File: src/rtl/rem_sign_check.sv
// rem_sign_check
//   Sequential back-multiply remainder checker for the divider datapath.
//   Given a dividend n, a divisor d and a quotient estimate q that carries
//   ULP guard bits, it forms r = (n << FRAC) - Qh*d, where Qh is q with its
//   low ULP-1 bits cleared and the first guard bit q[ULP-1] kept. It then
//   reports the sign of r. The product is built one Qh bit per cycle with
//   shift-add, starting at the MSB.
//
// Ports
//   clk              rising-edge clock
//   reset            synchronous, active-high
//   start            request; only sampled while idle
//   n, d, q          dividend, divisor, quotient estimate (WIDTH bits each)
//   busy             high while the multiply or compare is in progress
//   valid            one-cycle pulse; flags and q_out are valid
//   q_out            q as captured at start, unmodified
//   rem_is_positive  r > 0
//   rem_is_negative  r < 0
//   rem_is_zero      r == 0
module rem_sign_check #(
    parameter int WIDTH = 28,
    parameter int ULP   = 4,
    parameter int FRAC  = WIDTH - 2
) (
    input  logic             clk,
    input  logic             reset,
    input  logic             start,
    input  logic [WIDTH-1:0] n,
    input  logic [WIDTH-1:0] d,
    input  logic [WIDTH-1:0] q,
    output logic             busy,
    output logic             valid,
    output logic [WIDTH-1:0] q_out,
    output logic             rem_is_positive,
    output logic             rem_is_negative,
    output logic             rem_is_zero
);

    // Qh bits WIDTH-1 down to ULP-1
    localparam int ITER = WIDTH - ULP + 1;
    localparam int CW   = $clog2(ITER + 1);
    localparam int PW   = 2 * WIDTH;

    typedef enum logic [1:0] {IDLE, MUL, CMP} state_t;

    state_t          state, state_nxt;
    logic [WIDTH-1:0] n_r, d_r, q_cap, q_sh;
    logic [PW-1:0]    acc, acc_step;
    logic [CW-1:0]    cnt;
    logic             last;
    logic [PW:0]      a_ext, r;

    assign last = (cnt == CW'(ITER - 1));

    // q_sh holds the captured quotient, shifted left once per MUL cycle, so
    // its MSB is always the Qh bit for the current iteration.
    assign acc_step = (acc << 1) + (q_sh[WIDTH-1] ? {{WIDTH{1'b0}}, d_r} : {PW{1'b0}});

    // One extra bit above the 2*WIDTH product keeps the difference exact.
    // Its top bit is the sign of r.
    assign a_ext = {{(PW + 1 - WIDTH){1'b0}}, n_r} << FRAC;
    assign r     = a_ext - {1'b0, acc};

    always_comb begin
        state_nxt = state;
        busy      = 1'b0;
        case (state)
            IDLE: if (start) state_nxt = MUL;
            MUL: begin
                busy = 1'b1;
                if (last) state_nxt = CMP;
            end
            CMP: begin
                busy      = 1'b1;
                state_nxt = IDLE;
            end
            default: state_nxt = IDLE;
        endcase
    end

    always_ff @(posedge clk) begin
        if (reset) begin
            state           <= IDLE;
            valid           <= 1'b0;
            q_out           <= '0;
            rem_is_positive <= 1'b0;
            rem_is_negative <= 1'b0;
            rem_is_zero     <= 1'b0;
            n_r             <= '0;
            d_r             <= '0;
            q_cap           <= '0;
            q_sh            <= '0;
            acc             <= '0;
            cnt             <= '0;
        end else begin
            state <= state_nxt;
            valid <= 1'b0;
            case (state)
                IDLE: begin
                    if (start) begin
                        n_r   <= n;
                        d_r   <= d;
                        q_cap <= q;
                        q_sh  <= q;
                        acc   <= '0;
                        cnt   <= '0;
                    end
                end
                MUL: begin
                    q_sh <= q_sh << 1;
                    cnt  <= cnt + CW'(1);
                    // The last step drops the cleared low quotient bits.
                    // It re-weights the partial product to full Qh*D scale.
                    acc  <= last ? (acc_step << (ULP - 1)) : acc_step;
                end
                CMP: begin
                    rem_is_negative <= r[PW];
                    rem_is_zero     <= (r == '0);
                    rem_is_positive <= !r[PW] && (r != '0);
                    q_out           <= q_cap;
                    valid           <= 1'b1;
                end
                default: ;
            endcase
        end
    end

endmodule
File: config.mk
export PLATFORM = sky130hd
export DESIGN_NAME = rem_sign_check
export DESIGN_NICKNAME = d
export VERILOG_FILES = /design/src/rtl/rem_sign_check.sv
export SDC_FILE = /design/constraint.sdc
export NUM_CORES = 1
export LEC_CHECK = 0
export CAP_MARGIN = 40
export CORE_MARGIN = 5
export CORE_UTILIZATION = 53
export CTS_CLUSTER_SIZE = 40
export DETAILED_ROUTE_END_ITERATION = 6
export HOLD_SLACK_MARGIN = 0.12
export PLACE_DENSITY_LB_ADDON = 0.12
export SYNTH_ARGS = -nofsm -noshare
export SYNTH_HDL_FRONTEND = slang
export SYNTH_SLANG_ARGS = --single-unit
export TNS_END_PERCENT = 30
File: constraint.sdc
create_clock -name clk -period 3.3 [get_ports clk]
set_clock_uncertainty 0.15 [all_clocks]
set_input_delay 0.825 -clock clk [delete_from_list [all_inputs] [get_ports clk]]
set_output_delay 0.825 -clock clk [all_outputs]
set_load 0.02 [all_outputs]
# --- Word level (Yosys, flattened, before mapping) ---
# Cells that the tools add are included.
word_totals:
  register_bits: 207
  latch_bits: 0
  ramBits: 0
  romBits: 0
  in_bits: 87
  out_inout_bits: 33
  n_memories: 0
classes:
  add_sub_neg: 3
  n_mul: 0
  n_div: 0
  order_cmp: 0
  n_eq_ne: 5
  shifts: 0
  mux: 13
  bitwise_logic: 0
  reduce_logical: 10
op_table:
  columns: ["op", "n"]
  rows:
  - ["$mux W56", 2]
  - ["$pmux W56 S2", 1]
  - ["$logic_not A57 Y1", 1]
  - ["$reduce_bool A57 Y1", 1]
  - ["$sub A54 B56 Y57", 1]
  - ["$add A56 B28 Y56", 1]
  - ["$mux W28", 2]
  - ["$pmux W28 S2", 1]
  - ["$pmux W5 S2", 1]
  - ["$reduce_and A2 Y1", 3]
  - ["$add A5 B1 Y5 const B", 1]
  - ["$eq A5 B5 Y1 const B", 1]
  - ["$mux W5", 1]
  - ["$mux W2", 2]
  - ["$ne A2 B2 Y1 const B", 2]
  - ["$pmux W2 S2", 1]
  - ["$eq A2 B1 Y1 const B", 1]
  - ["$eq A2 B2 Y1 const B", 1]
  - ["$logic_not A2 Y1", 1]
  - ["$mux W1", 2]
  - ["$reduce_bool A2 Y1", 1]
  - ["$reduce_or A2 Y1", 1]
  - ["$logic_and A1 B1 Y1", 1]
  - ["$logic_not A1 Y1", 1]

# --- Depth between registers and ports, before layout ---
# Gate-level depths: netlist of run 1.
logic_depth:
  ltp_word: 4
  mapped_depth: 17

# --- Worst setup path after synthesis of run 1 ---
# No wires, ideal clock.
synth_timing:
  path_type: "reg2reg"
  start: "reg q_sh[27]"
  end: "reg acc[34]"
  setup_ns: 0.128
  t_arrival_ns: 3.138
  path_slack_ns: -0.116
  stages_incl_launch_ff: 18
  path_buffers: 3
  period_less_slack_ns: 3.416
  cell_sequence: "dfxtp_1 -> clkbuf_1 -> and2_1 -> ha_1 -> inv_1 -> fa_1 -> nor2b_1 -> o21a_1 -> o21ai_1 -> a2111o_1 -> a21oi_1 -> o21ai_1 -> clkbuf_1 -> and2_1 -> buf_2 -> xnor2_1 -> a222oi_1 -> nor2_1"
synth_via:
  elab_chain_cells: 4
synth_rtl:
  columns: ["element", "line_no", "source"]
  rows:
  - ["start: declaration", "47", "logic [WIDTH-1:0] n_r, d_r, q_cap, q_sh;"]
  - ["start signal: assignment", "104", "q_sh <= q;"]
  - ["start signal: assignment", "110", "q_sh <= q_sh << 1;"]
  - ["$mux W28", "57", "assign acc_step = (acc << 1) + (q_sh[WIDTH-1] ? {{WIDTH{1'b0}}, d_r} : {PW{1'b0}});"]
  - ["$add A56 B28 Y56", "57", null]
  - ["$mux W56", "114", "acc <= last ? (acc_step << (ULP - 1)) : acc_step;"]
  - ["$pmux W56 S2", "98", "case (state)"]
  - ["end signal: assignment", "114", null]
  - ["end: declaration", "48", "logic [PW-1:0] acc, acc_step;"]
# No other way between the ends.
# A chain may end at the register's enable or synchronous reset.

# --- Worst setup path in the final report of run 1 ---
layout_timing:
  start: "reg q_sh[27]"
  end: "reg acc[28]"
# The elaborated chain is that of the path after synthesis.

==> results of run 1 <==
[cells in the mapped netlist (all sizes together), types with 4 or more instances]
master	instances	area [µm²]
inv	56	210
dfxtp	207	4140
nor2	110	413
a22oi	15	113
o221a	5	56.3
and4	5	43.8
and2	36	225
mux2	31	353
xnor2	47	412
nor2b	5	31.3
a31oi	15	93.8
xor2	19	166
a211oi	15	135
o211a	5	57.6
buf	26	101
a21boi	4	30.0
ha	60	751
nor4	18	156
nor3	16	90.1
o22ai	39	244
o211ai	6	45.0
nand2	262	983
o31ai	5	51.3
o311ai	4	35.0
o2111ai	5	43.8
o21a	11	82.6
a222oi	12	120
mux2i	34	340
a21oi	196	981
and3	6	37.5
o21ai	47	239
clkbuf	81	304
a32oi	4	35.0
o221ai	29	254
nand2b	9	56.3
nor3b	4	30.0
a21o	23	173
a2111oi	7	61.3
nand4	25	171
nand3	26	130
[final timing paths]
kind,startpoint,cells after the start,end
setup / recovery,q_sh[27],15,acc[28]
hold reg to reg,d_r[1],2,d_r[1]
setup reg to reg,q_sh[27],15,acc[28]
hold / removal,d_r[1],2,d_r[1]
[cell usage in the layout (no fill, tap or decap), types with 25 or more instances in the layout]
master / n
nor2_1: 106
a21oi_1: 188
o221ai_1: 28
clkdlybuf4s50_1: 118
dfxtp_1: 204
nand2_1: 257
buf_4: 150
inv_1: 54
clkbuf_16: 25
o21ai_0: 36
o22ai_1: 38
xnor2_1: 39
and2_1: 33
mux2i_1: 34
mux2_2: 29
ha_1: 49
[cells by family after synthesis]
| kind of cell | Yosys count | synth area share |
|---|---|---|
| buffers and inverters | 164 | 0.0501 |
| AND/OR/NAND/NOR | 539 | 0.203 |
| XOR/XNOR | 66 | 0.0467 |
| AO/OA/AOI/OAI | 469 | 0.247 |
| adder cells (fa/ha/maj) | 61 | 0.0623 |
| flip-flops | 207 | 0.335 |
| multiplexers | 65 | 0.0560 |
[worst max-delay path: stages (launching register included)]
cell,delay (ps)
dfxtp_2,320
buf_6,140
buf_8,150
and2_1,140
ha_1,290
a21o_1,190
a21o_1,170
a21oi_1,210
nand2b_1,150
nand2_2,120
buf_4,170
o21ai_0,260
nor3b_1,90
a31o_2,230
o21ai_0,260
a31oi_1,120
[metrics by stage]
| step | instance area [µm²] | TNS [ps] |
|---|---|---|
| final | 16200 | -89.9 |
| after global routing | 16200 | -3490 |
| after CTS | 15900 | -944 |
| after detailed placement | 14800 | -7250 |
| after global placement | 14800 | -4920 |
| after floorplan | 12400 | 0 |
[power groups by stage]
| stage | clock network [mW] | registers [mW] | logic [mW] |
|---|---|---|---|
| 3_3_place_gp | 0 | 2.75 | 1.32 |
| 2_1_floorplan | 0 | 2.73 | 0.893 |
| 6_report | 2.79 | 2.71 | 1.41 |
| 4_1_cts | 2.83 | 2.70 | 1.37 |
| 3_5_place_dp | 0 | 2.76 | 1.35 |
| 5_1_grt | 2.94 | 2.72 | 1.54 |
[area by class of cell]
class / count / area (µm²)
repair buffers: 282 / 2520
clock inverters: 10 / 120
flip-flops and latches: 207 / 4150
fillers: 1914 / 7010
clock buffers: 34 / 719
well taps: 319 / 399
multi-input cells: 1201 / 8120
inverters: 57 / 216
[timing repair]
item,4_1_cts,5_1_grt
gates cloned,1,1
endpoints found under the setup margin,38,43
buffers inserted,5,11
pin swaps,24,41
gates resized for setup,53,58
[state kept, by name (all words and copies together) (netlist names), 2 cells and up]
| register | flops |
|---|---|
| q_cap | 28 |
| q_out | 28 |
| cnt | 5 |
| q_sh | 28 |
| state | 2 |
| acc | 56 |
| n_r | 28 |
| d_r | 28 |
[metal layers]
metal	vias up	wire length [µm]	GRT usage
li1	6081	-	-
met1	5834	16000	0.350
met2	403	17400	0.440
met3	70	2090	0.0407
met4	0	885	0.0759
met5	-	0	0
==> flow_summary.json, run 1 <==
{
  "clock_latency_ps": 540,
  "post-route-util": 0.699,
  "core_region_area_um2": 23300,
  "start_util": 0.532,
  "power_frac_clock": 0.404,
  "dr.pass1.iters": 6,
  "dp_slack_ps": -387,
  "synthArstFlopShare": 0,
  "cts_buffers": 25,
  "power.leakage_nw": 6.35,
  "grt_pass1_vias": 11800,
  "grt_use_total": 0.262,
  "final_layout_size_suffix_gt1_frac": 0.192,
  "critPathArrivalTime_ps": 3560,
  "r2r_slack_ps": -20,
  "ir_drop_mv": 0.383,
  "htreeDepth": 1,
  "ant_nets": 0,
  "avgViaCountPerCell": 5.87,
  "drc": 0,
  "finalSetupViolCount": 6,
  "maxSlewViolCount": 0,
  "syn-num-nets": 1719,
  "grt_max_degree": 140,
  "antenna_found_initial": 0,
  "clock_path_buffers": 3,
  "synth_ff_type": "dfxtp_1",
  "failed_checks": "negative setup slack",
  "grt_overflow": 0,
  "power_density_nw_per_um2": 425,
  "dp_cells": 2049,
  "ios": 120,
  "worstSetupStartpointType": "flop",
  "power_frac_seq": 0.392,
  "cts_root_buf": "clkbuf_16",
  "dp_hpwl_mm": 24.6,
  "clk_pin_slew_ps": 60,
  "drv_cap": 0,
  "cts_sinks": 207,
  "timing.slew.headroom": 0.574,
  "grt_pass1_wl_mm": 58.8,
  "hold_violations": 0,
  "swShare": 0.282,
  "row_count": 56,
  "synth_seq_cells": 207,
  "yosysWarnings": 0,
  "die_width_um": 163,
  "tightestPinTransition_ps": 640,
  "first_iter_violations": 1125,
  "cts_tree": "built",
  "grt_setup_unrepaired": "yes",
  "yosysSeqAreaShare": 0.335,
  "p_int_mw": 4.95,
  "num_antenna_cells": 0,
  "die_area_um2": 26500,
  "fin_ws_ps": -23.8,
  "final_nets": 1922,
  "cp.required_ps": 3540,
  "netlist_area_um2": 12400,
  "synth-edff-count": 0,
  "ctsHoldBuffers": 0,
  "max_freq_ghz": 0.301,
  "status": "complete, but fails checks",
  "critPathCaptureType": "flop",
  "io_buffers": 119,
  "total_power_mw": 6.90,
  "ys_types": 79,
  "wire_per_inst_um": 17.2,
  "layout.cells.non_filler": 2110,
  "die-height_um": 163,
  "num_vias": 12400,
  "area_delta_synth_final_pct": 31.3,
  "gp_congestion": 0.911,
  "synth_cells": 1571,
  "path_max_fanout": 18,
  "fin_crit_ps": 3320,
  "hold_ws_ps": 303,
  "hold_class": "reg2reg",
  "p_comb_frac": 0.204,
  "wl_mm": 36.3,
  "avgSynthCellArea_um2": 7.88,
  "period_share": 1.01,
  "p_sw_mw": 1.95,
  "crit_type": "reg2reg"
}
(Power assumes the default switching activity.)
==> run 2: changes to the inputs <==
Settings changed: MAX_ROUTING_LAYER set to met4.
==> flow_summary.json, run 2 (synthesis results as in run 1) <==
{
  "crit_type": "reg2reg",
  "gp_congestion": 0.948,
  "postLayoutCellArea_um2": 16500,
  "avgViaCountPerCell": 5.94,
  "worstSetupStartpointType": "flop",
  "num_vias": 12600,
  "layout_common_cells": "nand2_1, dfxtp_1, a21oi_1",
  "fin_setup_tns_ps": -158,
  "core_region_area_um2": 23300,
  "cts_buffers": 24,
  "r2r_slack_ps": -70,
  "final_nets": 1933,
  "die_width_um": 163,
  "clock_latency_ps": 540,
  "dpl_cell_area_um2": 14800,
  "drv_cap": 0,
  "io_buffers": 119,
  "cts_root_buf": "clkbuf_16",
  "layout_commonest_cell": "nand2_1",
  "fin_crit_ps": 3370,
  "grt_setup_unrepaired": "yes",
  "critPathArrivalTime_ps": 3600,
  "htreeDepth": 1,
  "drc": 0,
  "final_layout_size_suffix_gt1_frac": 0.205,
  "hold_class": "reg2reg",
  "min_from": "d_r[16]",
  "grt_pass1_wl_mm": 59.1,
  "antenna_found_initial": 1,
  "hold_ws_ps": 300,
  "clk_pin_slew_ps": 60,
  "wire_per_inst_um": 17.8,
  "cts_sinks": 207,
  "path_max_fanout": 3,
  "ant_nets": 0,
  "r2r_cells": 15,
  "dp_hpwl_mm": 25.2,
  "ios": 120,
  "min_path_cells": 2,
  "whs_endpoint": "d_r[16]",
  "power_density_nw_per_um2": 425,
  "reg2reg_to": "acc[21]",
  "status": "complete, but fails checks",
  "layout.cells.non_filler": 2121,
  "die_area_um2": 26500,
  "max_freq_ghz": 0.297,
  "cp.required_ps": 3540,
  "grt_max_degree": 132,
  "period_share": 1.02,
  "dp_cells": 2059,
  "largest_reg_flops": 56,
  "power.leakage_nw": 6.41,
  "tightestPinTransition_ps": 696,
  "ir_drop_mv": 0.473,
  "grt_pass1_vias": 12000,
  "start_util": 0.532,
  "top_register": "acc",
  "wl_mm": 37.7,
  "fin_ws_ps": -67.0,
  "hold_violations": 0,
  "area_delta_synth_final_pct": 33.4,
  "fillCellCount": 1941,
  "failed_checks": "negative setup slack",
  "first_iter_violations": 1076,
  "finalSetupViolCount": 8,
  "critPathCaptureType": "flop",
  "timing.slew.headroom": 0.531,
  "rr_startpoint": "q_sh[27]",
  "grt_use_total": 0.273,
  "dr.pass1.iters": 6,
  "row_count": 56,
  "clock_path_buffers": 3,
  "die-height_um": 163,
  "grt_overflow": 0,
  "cts_tree": "built",
  "maxSlewViolCount": 0
}
## run 2: layout make-up
type	instances	area, µm²	share of cell area
Tap cell	319	399	0.0242
Multi-Input combinational cell	1201	8260	0.500
Antenna cell	1	2.50	0.000152
Inverter	57	214	0.0130
Clock buffer	37	739	0.0448
Sequential cell	207	4150	0.251
Timing Repair Buffer	294	2620	0.159
Clock inverter	5	125	0.00758
## run 2: how the worst max path moves through the flow
| stage | start | endpoint | slack, ps | cells past startpoint |
|---|---|---|---|---|
| floorplan | q_sh[27] | acc[34] | 10 | 17 |
| global placement | d_r[1] | acc[46] | -310 | 14 |
| detailed placement | d_r[1] | acc[43] | -400 | 14 |
| CTS | q_sh[27] | acc[21] | -40 | 15 |
| global route | q_sh[27] | acc[21] | -170 | 15 |
| finish | q_sh[27] | acc[21] | -70 | 15 |
## run 2: where the power goes
group / switching (mW) / leakage, nW / internal, mW
combinational: 0.769 / 4.30 / 0.673
clock: 1.09 / 0.423 / 1.77
sequential: 0.0890 / 1.69 / 2.62
## run 2: per-layer routing
metal / part of all wire / GRT usage
met1: 0.43 / 0.347
met2: 0.47 / 0.445
met3: 0.056 / 0.0423
met4: 0.036 / 0.0911
met5: 0 / -
## run 2: per-stage QoR
step | utilization | power, mW | setup WS (ps)
2_1_floorplan | - | 3.62 | 13.6
5_1_grt | 0.709 | 7.31 | -167
3_5_place_dp | 0.637 | 4.12 | -396
6_report | 0.709 | 7.01 | -67.0
3_3_place_gp | 0.637 | 4.09 | -306
4_1_cts | 0.691 | 7.03 | -39.4
## run 2: repair_timing
action                                  CTS  global route
resized for setup                        74            60
cloned                                    2             1
endpoints found under the hold margin     0             0
endpoints found under the setup margin   38            44
setup buffers                            11             6
pin swaps                                29            38
hold buffers                              0             0
## run 2: worst max-delay path: stages, from the launching register on
cell and delay [ps]:
dfxtp_2 360, and2_4 160, ha_4 130, inv_2 40
fa_2 350, nor2b_2 120, o21a_1 180, o21ai_2 80
a2111o_1 440, buf_6 150, a21bo_4 220, a21oi_4 140
mux2i_2 230, o221ai_2 130, a22oi_2 250, a21oi_2 80
